--- src/rtl/rect_fill_engine.sv ---
// Rectangle fill engine: latches a rectangle request and emits one registered
// pixel per clock in raster order, with solid, stripe and border modes plus clipping.
module rect_fill_engine #(
    parameter int X_W      = 9,
    parameter int Y_W      = 8,
    parameter int COLOUR_W = 3,
    parameter int MAX_X    = 319,
    parameter int MAX_Y    = 239,
    parameter int LANE_W   = 40
) (
    input  logic                clock,
    input  logic                reset,
    input  logic                start,
    input  logic                abort,
    input  logic [X_W-1:0]      x0,
    input  logic [Y_W-1:0]      y0,
    input  logic [X_W-1:0]      w,
    input  logic [Y_W-1:0]      h,
    input  logic [COLOUR_W-1:0] colour,
    input  logic [COLOUR_W-1:0] alt_colour,
    input  logic [1:0]          mode,
    output logic [X_W-1:0]      x,
    output logic [Y_W-1:0]      y,
    output logic [COLOUR_W-1:0] colour_out,
    output logic                plot,
    output logic                busy,
    output logic                done
);

    typedef enum logic [1:0] {IDLE, FILL, DONE} state_t;

    localparam int XC_W    = X_W + 1;
    localparam int YC_W    = Y_W + 1;
    localparam int LANE_CW = (LANE_W > 1) ? $clog2(LANE_W) : 1;
    localparam logic [XC_W-1:0]    MAX_X_C   = XC_W'(MAX_X);
    localparam logic [YC_W-1:0]    MAX_Y_C   = YC_W'(MAX_Y);
    localparam logic [LANE_CW-1:0] LANE_LAST = LANE_CW'(LANE_W - 1);

    state_t               state_q, state_d;
    logic [XC_W-1:0]      cx_q, cx_d;
    logic [YC_W-1:0]      cy_q, cy_d;
    logic [LANE_CW-1:0]   lane_q, lane_d;
    logic                 odd_q, odd_d;
    logic [X_W-1:0]       x0_q, x0_d, w_q, w_d;
    logic [Y_W-1:0]       y0_q, y0_d, h_q, h_d;
    logic [COLOUR_W-1:0]  col_q, col_d, alt_q, alt_d;
    logic [1:0]           mode_q, mode_d;
    logic [X_W-1:0]       x_q, x_d;
    logic [Y_W-1:0]       y_q, y_d;
    logic [COLOUR_W-1:0]  colour_q, colour_d;
    logic                 plot_q, plot_d, busy_q, busy_d, done_q, done_d;

    logic [X_W-1:0]       x0_e, w_e;
    logic [Y_W-1:0]       y0_e, h_e;
    logic [COLOUR_W-1:0]  col_e, alt_e;
    logic [1:0]           mode_e;
    logic [XC_W-1:0]      x_first, x_end, nx;
    logic [YC_W-1:0]      y_first, y_end, ny;
    logic [LANE_CW-1:0]   nlane;
    logic                 nodd, do_pixel, visible, on_edge;

    always_comb begin
        state_d  = state_q;
        cx_d     = cx_q;
        cy_d     = cy_q;
        lane_d   = lane_q;
        odd_d    = odd_q;
        x0_d     = x0_q;
        y0_d     = y0_q;
        w_d      = w_q;
        h_d      = h_q;
        col_d    = col_q;
        alt_d    = alt_q;
        mode_d   = mode_q;
        x_d      = x_q;
        y_d      = y_q;
        colour_d = colour_q;
        plot_d   = 1'b0;
        busy_d   = 1'b0;
        done_d   = 1'b0;
        nx       = '0;
        ny       = '0;
        nlane    = '0;
        nodd     = 1'b0;
        do_pixel = 1'b0;
        visible  = 1'b0;
        on_edge  = 1'b0;

        // In IDLE the first pixel is built straight from the request inputs.
        x0_e    = (state_q == IDLE) ? x0         : x0_q;
        y0_e    = (state_q == IDLE) ? y0         : y0_q;
        w_e     = (state_q == IDLE) ? w          : w_q;
        h_e     = (state_q == IDLE) ? h          : h_q;
        col_e   = (state_q == IDLE) ? colour     : col_q;
        alt_e   = (state_q == IDLE) ? alt_colour : alt_q;
        mode_e  = (state_q == IDLE) ? mode       : mode_q;
        x_first = {1'b0, x0_e};
        y_first = {1'b0, y0_e};
        x_end   = x_first + {1'b0, w_e} - XC_W'(1);
        y_end   = y_first + {1'b0, h_e} - YC_W'(1);

        case (state_q)
            IDLE: begin
                if (start) begin
                    if (w != '0 && h != '0) begin
                        state_d  = FILL;
                        x0_d     = x0;
                        y0_d     = y0;
                        w_d      = w;
                        h_d      = h;
                        col_d    = colour;
                        alt_d    = alt_colour;
                        mode_d   = mode;
                        nx       = x_first;
                        ny       = y_first;
                        do_pixel = 1'b1;
                    end else begin
                        state_d = DONE;
                        done_d  = 1'b1;
                    end
                end
            end
            FILL: begin
                if (abort) begin
                    state_d = IDLE;
                end else if (cx_q == x_end && cy_q == y_end) begin
                    state_d = DONE;
                    done_d  = 1'b1;
                end else begin
                    do_pixel = 1'b1;
                    if (cx_q == x_end) begin
                        nx = x_first;
                        ny = cy_q + YC_W'(1);
                    end else begin
                        nx = cx_q + XC_W'(1);
                        ny = cy_q;
                        // Lane counter wraps instead of dividing the column offset.
                        if (lane_q == LANE_LAST) begin
                            nodd = ~odd_q;
                        end else begin
                            nlane = lane_q + LANE_CW'(1);
                            nodd  = odd_q;
                        end
                    end
                end
            end
            DONE: state_d = IDLE;
            default: state_d = IDLE;
        endcase

        if (do_pixel) begin
            visible  = (nx <= MAX_X_C) && (ny <= MAX_Y_C);
            on_edge  = (nx == x_first) || (nx == x_end) || (ny == y_first) || (ny == y_end);
            cx_d     = nx;
            cy_d     = ny;
            lane_d   = nlane;
            odd_d    = nodd;
            busy_d   = 1'b1;
            x_d      = nx[X_W-1:0];
            y_d      = ny[Y_W-1:0];
            colour_d = (mode_e == 2'd1 && nodd) ? alt_e : col_e;
            plot_d   = visible && ((mode_e != 2'd2) || on_edge);
        end
    end

    always_ff @(posedge clock or posedge reset) begin
        if (reset) begin
            state_q  <= IDLE;
            cx_q     <= '0;
            cy_q     <= '0;
            lane_q   <= '0;
            odd_q    <= 1'b0;
            x0_q     <= '0;
            y0_q     <= '0;
            w_q      <= '0;
            h_q      <= '0;
            col_q    <= '0;
            alt_q    <= '0;
            mode_q   <= '0;
            x_q      <= '0;
            y_q      <= '0;
            colour_q <= '0;
            plot_q   <= 1'b0;
            busy_q   <= 1'b0;
            done_q   <= 1'b0;
        end else begin
            state_q  <= state_d;
            cx_q     <= cx_d;
            cy_q     <= cy_d;
            lane_q   <= lane_d;
            odd_q    <= odd_d;
            x0_q     <= x0_d;
            y0_q     <= y0_d;
            w_q      <= w_d;
            h_q      <= h_d;
            col_q    <= col_d;
            alt_q    <= alt_d;
            mode_q   <= mode_d;
            x_q      <= x_d;
            y_q      <= y_d;
            colour_q <= colour_d;
            plot_q   <= plot_d;
            busy_q   <= busy_d;
            done_q   <= done_d;
        end
    end

    assign x          = x_q;
    assign y          = y_q;
    assign colour_out = colour_q;
    assign plot       = plot_q;
    assign busy       = busy_q;
    assign done       = done_q;

endmodule

--- config.mk ---
export PLATFORM = sky130hd
export DESIGN_NAME = rect_fill_engine
export DESIGN_NICKNAME = d
export VERILOG_FILES = /design/src/rtl/rect_fill_engine.sv
export SDC_FILE = /design/constraint.sdc
export NUM_CORES = 1
export LEC_CHECK = 0
export BUFFER_PORTS_ARGS = -buffer_cell sky130_fd_sc_hd__clkbuf_2
export CAP_MARGIN = 20
export CELL_PAD_IN_SITES_DETAIL_PLACEMENT = 1
export CELL_PAD_IN_SITES_GLOBAL_PLACEMENT = 1
export CORE_MARGIN = 1
export CORE_UTILIZATION = 46
export CTS_CLUSTER_SIZE = 12
export DETAILED_ROUTE_END_ITERATION = 8
export PLACE_DENSITY_LB_ADDON = 0.2
export SLEW_MARGIN = 20
export SYNTH_ARGS = -nofsm -noshare
export SYNTH_HDL_FRONTEND = slang
export SYNTH_SLANG_ARGS = --single-unit
--- constraint.sdc ---
create_clock -name clock -period 9.3 [get_ports clock]
set_input_delay 1.86 -clock clock [delete_from_list [all_inputs] [get_ports clock]]
set_output_delay 1.86 -clock clock [all_outputs]
set_load 0.02 [all_outputs]
# --- Yosys cells after proc, flatten, opt, wreduce, memory -nomap -nowiden ---
# Cells that the tools add are included.
op_classes:
  n_addsub: 7
  magnitude_cmp: 2
  n_eq_ne: 12
  n_mux: 47
  bitwise: 1
  reduce_logical: 14
op_table:
  columns: ["operator", "count"]
  rows:
  - ["$mux W9", 7]
  - ["$mux W8", 4]
  - ["$mux W10", 3]
  - ["$mux W6", 5]
  - ["$eq A10 B10 Y1", 2]
  - ["$pmux W10 S2", 1]
  - ["$eq A9 B9 Y1", 2]
  - ["$pmux W9 S2", 1]
  - ["$mux W1", 15]
  - ["$add A10 B1 Y10 const B", 1]
  - ["$add A9 B9 Y10", 1]
  - ["$eq A10 B9 Y1", 1]
  - ["$le A10 B9 Y1 const B", 1]
  - ["$mux W2", 5]
  - ["$sub A10 B1 Y10 const B", 1]
  - ["$add A8 B8 Y9", 1]
  - ["$add A9 B1 Y9 const B", 1]
  - ["$eq A9 B8 Y1", 1]
  - ["$le A9 B8 Y1 const B", 1]
  - ["$mux W3", 3]
  - ["$reduce_bool A9 Y1", 1]
  - ["$sub A9 B1 Y9 const B", 1]
  - ["$reduce_bool A8 Y1", 1]
  - ["$add A6 B1 Y6 const B", 1]
  - ["other kinds (12)", 22]
totals:
  regBits: 93
  input_bits: 46
  out_inout_bits: 23
  word_cells: 101

# --- Logic depth before layout (Yosys ltp) ---
logic_depth:
  ltp_word: 16
  ltp_mapped: 24
  depth_no_buf: 20

# --- Worst setup path before layout ---
# Ideal clock, no wire load.
synth_timing:
  path_type: "flip-flop to flip-flop"
  from: "reg state_q[1]"
  to: "reg plot_q (netlist: plot)"
  setup_time_ps: 94
  arrival_time_ps: 6611
  required_ps: 9206
  slack_ps: 2595
  path_stages_with_launch: 23
  path_buffers: 4
  period_less_slack_ps: 6705
  path_cell_list: "dfrtp_1 nor2_1 clkbuf_1 clkbuf_1 buf_1 clkbuf_1 mux2i_1 ha_1 inv_1 ha_1 inv_1 fa_1 xnor2_1 a2111oi_4 nand4_2 nor4_4 or4b_4 or4_4 a31oi_2 xnor2_1 a2111oi_2 a41oi_1 a211oi_1"
synth_between:
  elab_chain_cells: 16
  word_cells_on_any_way: 43
  classes_between: "4 x add/sub; 2 x order compare; 8 x eq/ne; 21 x mux; 8 x reduce/logical"
synth_lines:
  columns: ["element", "line", "source"]
  rows:
  - ["start: declaration", "39", "state_t state_q, state_d;"]
  - ["start signal: assignment", "187", "state_q <= state_d;"]
  - ["parallel branches: the longest is 15 deep, another holds $add A9 B9 Y10", null, null]
  - ["$mux W1 (*)", "151", "if (do_pixel) begin"]
  - ["net plot_d", "51", "logic plot_q, plot_d, busy_q, busy_d, done_q, done_d;"]
  - ["end signal: assignment", "202", "plot_q <= plot_d;"]
  - ["end: declaration", "51", null]
# Mark *: on every way through the listed nets, which the timed path passes.
# A chain may end at the register's enable or synchronous reset.

# --- Final worst setup path ---
# Same ends and word-level chain as after synthesis.

==> tab_implementation.tex <==
\begin{tabular}{lr}
\hline
Metric & Value \\
\hline
\multicolumn{2}{l}{\textbf{Yosys}} \\
\quad Yosys synthesis warning count & 0 \\
\quad Cell Area, Synth & 6590 um\^{}2 \\
\quad Top post-synthesis cells by count & sky130\_fd\_sc\_hd\_\_nand2\_1, sky130\_fd\_sc\_hd\_\_dfrtp\_1, sky130\_fd\_sc\_hd\_\_inv\_1 \\
\quad Top cells by area, synth & sky130\_fd\_sc\_hd\_\_dfrtp\_1, sky130\_fd\_sc\_hd\_\_nand2\_1, sky130\_fd\_sc\_hd\_\_ha\_1, sky130\_fd\_sc\_hd\_\_mux2i\_1, sky130\_fd\_sc\_hd\_\_xnor2\_1 \\
\quad Number of cells produced by synthesis & 795 \\
\quad Prevailing post-synth register cell & sky130\_fd\_sc\_hd\_\_dfrtp\_1 \\
\quad Yosys cell types & 79 \\
\quad Dominant cell type by area after synthesis & sky130\_fd\_sc\_hd\_\_dfrtp\_1 \\
\quad Number of enable-type register cells in the synthesized netlist & 0 \\
\quad Mapped Nets & 877 \\
\quad Number of register bits inferred by synthesis & 76 \\
\quad Leading cell type by number of instances after synthesis & sky130\_fd\_sc\_hd\_\_nand2\_1 \\
\quad Area share of the leading cell type in the synthesized netlist & 0.289 \\
\quad Proportion of synthesized flip-flops having asynchronous set or reset & 1.00 \\
\quad Mean instance size in the synthesized netlist & 8.29 um\^{}2 \\
\quad Sequential area share after synthesis & 0.289 \\
\multicolumn{2}{l}{\textbf{Power and ir drop}} \\
\quad Leak pwr & 3.43 nW \\
\quad Power density over the cells & 335 nW/um\^{}2 \\
\quad Worst IR drop on VDD & 0.000126 V \\
\multicolumn{2}{l}{\textbf{Setup path}} \\
\quad Sort of element at the start of the critical path & flop \\
\quad Endpoint of the worst-slack reg-to-reg timing path & plot\$\_DFF\_PP0\_ \\
\quad Slowest cell on crit path & sky130\_fd\_sc\_hd\_\_nor4b\_2 \\
\quad Setup CP Type & reg2reg \\
\quad Largest fanout on the critical path & 29 \\
\quad Worst reg2reg path startpoint & state\_q[1]\$\_DFFE\_PP0P\_ \\
\quad Arrival time of data at the critical path endpoint & 7.56 ns \\
\quad Worst endpoint required time & 9.55 ns \\
\quad Max incr delay on CP & 1.00 ns \\
\quad Critical Path, Cell by Cell & nor2\_4 -> buf\_4 -> mux2i\_1 -> ha\_1 -> inv\_1 -> ha\_1 -> inv\_1 -> fa\_1 -> xnor2\_1 -> a2111oi\_4 -> nand4\_2 -> nor4\_4 -> nor4b\_2 -> a21oi\_1 -> o2bb2ai\_1 -> xnor2\_1 -> o2111a\_1 -> a41oi\_1 -> a211oi\_1 \\
\quad Worst setup path endpoint & plot\$\_DFF\_PP0\_ \\
\quad FF-to-FF path depth & 19 \\
\quad Worst-case register-to-register setup slack & 1.99 ns \\
\quad Element type at the critical path end & flop \\
\quad Crit. Startpoint & state\_q[1]\$\_DFFE\_PP0P\_ \\
\multicolumn{2}{l}{\textbf{Floorplan}} \\
\quad \# rows & 43 \\
\quad Placeable core area & 13900 um\^{}2 \\
\quad Die X & 122 um \\
\quad \# IOs & 69 \\
\quad Die height & 122 um \\
\quad Starting Density & 0.473 \\
\quad DIE AREA & 14800 um\^{}2 \\
\multicolumn{2}{l}{\textbf{Clock network}} \\
\quad Number of gates resized after CTS & 0 \\
\quad Clk\_lat worst skew & 0.35 ns \\
\quad Number of buffers inserted by post-CTS setup repair & 0 \\
\quad CTS max path bufs & 2 \\
\quad Clock tree sinks & 76 \\
\quad Buffer type at the clock tree root & sky130\_fd\_sc\_hd\_\_clkbuf\_16 \\
\quad Depth of the CTS H-tree & 3 \\
\quad Cts hold-fix bufs & 0 \\
\quad Clock slew seen by the registers of the worst setup and hold paths & 0.06 ns \\
\quad CTS tree & built \\
\quad Num CTS Buffers & 9 \\
\multicolumn{2}{l}{\textbf{Global route}} \\
\quad Vias in the first global route & 6357 \\
\quad Initial antenna violation count & 0 \\
\quad Maximum number of pins on one net before global-route repair & 77 \\
\quad Aggregate global-route resource usage & 0.325 \\
\quad Global-route wire length before repair & 36300 um \\
\quad Overflow left after global routing & 0 \\
\multicolumn{2}{l}{\textbf{Finish}} \\
\quad Number of nets in the final layout & 904 \\
\quad Antenna diode count & 0 \\
\quad Area overhead of the layout relative to synthesis & 10.0\% \\
\quad Fraction of final layout cells with drive strength greater than 1 & 0.154 \\
\quad Footprint of the multi-input gates & 4210 um\^{}2 \\
\quad Fillers & 1677 \\
\quad Post-route core utilization & 0.520 \\
\quad Storage element area & 1900 um\^{}2 \\
\multicolumn{2}{l}{\textbf{Drt}} \\
\quad Routed Wire Length & 23000 um \\
\quad Number of design rule violations left after detail routing & 0 \\
\quad Routed wire length per instance & 22.8 um \\
\quad Number of nets still failing antenna checks after routing & 0 \\
\quad Initial drt markers & 480 \\
\quad Number of iterations in the first detailed-routing pass & 5 \\
\quad Routed via count divided by cell count & 6.22 \\
\quad Vias after detailed routing & 6259 \\
\multicolumn{2}{l}{\textbf{STA}} \\
\quad Unrepaired setup endpoints after global routing & no \\
\quad Measured slew at the worst slew-check pin & 1.17 ns \\
\quad Minimum clock period & 7.31 ns \\
\quad Max Slew Vio Count & 0 \\
\quad Final hold violations & 0 \\
\quad Part of the cycle the worst path needs & 0.786 \\
\quad Achievable clock frequency & 0.137 GHz \\
\quad Setup Total Neg Slack & 0 ns \\
\quad Setup Skew & 0.0137 ns \\
\quad Finish-stage setup viols & 0 \\
\quad Remaining max-slew budget at the tightest pin & 0.219 \\
\multicolumn{2}{l}{\textbf{Worst hold path}} \\
\quad Class of the tightest hold or removal check & reg2reg \\
\multicolumn{2}{l}{\textbf{Outcome}} \\
\quad Result of the run & finished clean \\
\multicolumn{2}{l}{\textbf{Placed design}} \\
\quad RePlAce Congestion & 0.932 \\
\quad Estimated wirelength of the detail-placed design & 17200 um \\
\quad Number of buffers added on ports & 68 \\
\multicolumn{2}{l}{\textbf{Run}} \\
\quad Count of maximum capacitance violations & 0 \\
\hline
\end{tabular}
## registers in the layout (all words and copies together), names as in the netlist
name / flops
y0_q: 8
odd_q: 1
lane_q: 6
h_q: 8
cx_q: 10
mode_q: 2
busy: 1
colour_out: 3
state_q: 2
plot: 1
done: 1
x0_q: 9
cy_q: 9
alt_q: 3
w_q: 9
col_q: 3
## kinds of logic after synthesis
kind of cell               synth area share
adders and majority gates            0.0706
buffers and inverters                0.0746
AOI/OAI and AO/OA                     0.190
muxes                                0.0674
DFF                                   0.289
and+or+nand+nor                       0.227
xor gates and xnor gates             0.0811
## layer usage
metal | vias to the layer above | wire length (um) | track usage
met5 | - | 0 | 0
met1 | 3121 | 10800 | 0.472
met3 | 33 | 1530 | 0.0562
li1 | 2880 | - | -
met4 | 0 | 426 | 0.0864
met2 | 225 | 10200 | 0.494
## critical path, delay by kind of cell, from the launching register on
kind	cells	cell delay, ns
xor gates and xnor gates	2	0.31
muxes	1	0.56
AOI/OAI and AO/OA	6	1.85
buffers and inverters	3	0.53
adders and majority gates	3	1.17
DFF	1	0.45
and+or+nand+nor	4	2.33
## power breakdown
group / switching (mW) / total, mW / internal [mW] / leakage, nW
Combinational: 0.900 / 1.50 / 0.598 / 2.34
Sequential: 0.129 / 0.544 / 0.415 / 0.956
Clock: 0.154 / 0.388 / 0.234 / 0.140
## final cells by class
type / count / area share
multi-input cells: 609 / 0.581
flip-flops and latches: 76 / 0.262
clock inverters: 6 / 0.0124
clock buffers: 9 / 0.0311
well taps: 180 / 0.0311
inverters: 49 / 0.0255
repair buffers: 77 / 0.0568
## layout by cell type, fill, tap and decap left out, types with 12 or more instances in the layout
master | synthesis | routed
sky130_fd_sc_hd__clkbuf_2 | 0 | 68
sky130_fd_sc_hd__xnor2_1 | 34 | 34
sky130_fd_sc_hd__ha_1 | 34 | 34
sky130_fd_sc_hd__a21o_1 | 18 | 18
sky130_fd_sc_hd__mux2i_1 | 32 | 32
sky130_fd_sc_hd__dfrtp_1 | 76 | 76
sky130_fd_sc_hd__nand4_1 | 15 | 15
sky130_fd_sc_hd__inv_1 | 48 | 47
sky130_fd_sc_hd__nand3_1 | 24 | 24
sky130_fd_sc_hd__nor3_1 | 12 | 12
sky130_fd_sc_hd__nor4_1 | 14 | 14
sky130_fd_sc_hd__nor2_1 | 41 | 39
sky130_fd_sc_hd__o21ai_0 | 36 | 36
sky130_fd_sc_hd__nand2_1 | 143 | 143
sky130_fd_sc_hd__xor2_1 | 13 | 13
sky130_fd_sc_hd__a21oi_1 | 24 | 24
## metrics by stage
step	total power, mW	worst slack [ns]	hold slack (ns)	instances	area [um^2]
5_1_grt	2.60	1.56	0.494	1006	7250
6_report	2.43	1.99	0.474	1006	7250
3_3_place_gp	1.97	1.95	0.454	991	6930
3_5_place_dp	2.02	1.85	0.463	991	6930
4_1_cts	2.42	2.02	0.479	1006	7250
2_1_floorplan	1.67	2.59	0.440	795	6590
## worst min-delay path by stage
stage,end,from,cells past startpoint
2_1_floorplan,col_q[0]$_DFFE_PP0P_,col_q[0]$_DFFE_PP0P_,2
3_3_place_gp,col_q[1]$_DFFE_PP0P_,col_q[1]$_DFFE_PP0P_,2
3_5_place_dp,w_q[4]$_DFFE_PP0P_,w_q[4]$_DFFE_PP0P_,2
4_1_cts,w_q[4]$_DFFE_PP0P_,w_q[4]$_DFFE_PP0P_,2
5_1_grt,x0_q[8]$_DFFE_PP0P_,x0_q[8]$_DFFE_PP0P_,2
6_report,w_q[4]$_DFFE_PP0P_,w_q[4]$_DFFE_PP0P_,2
Power figures use the tool's default switching activity.
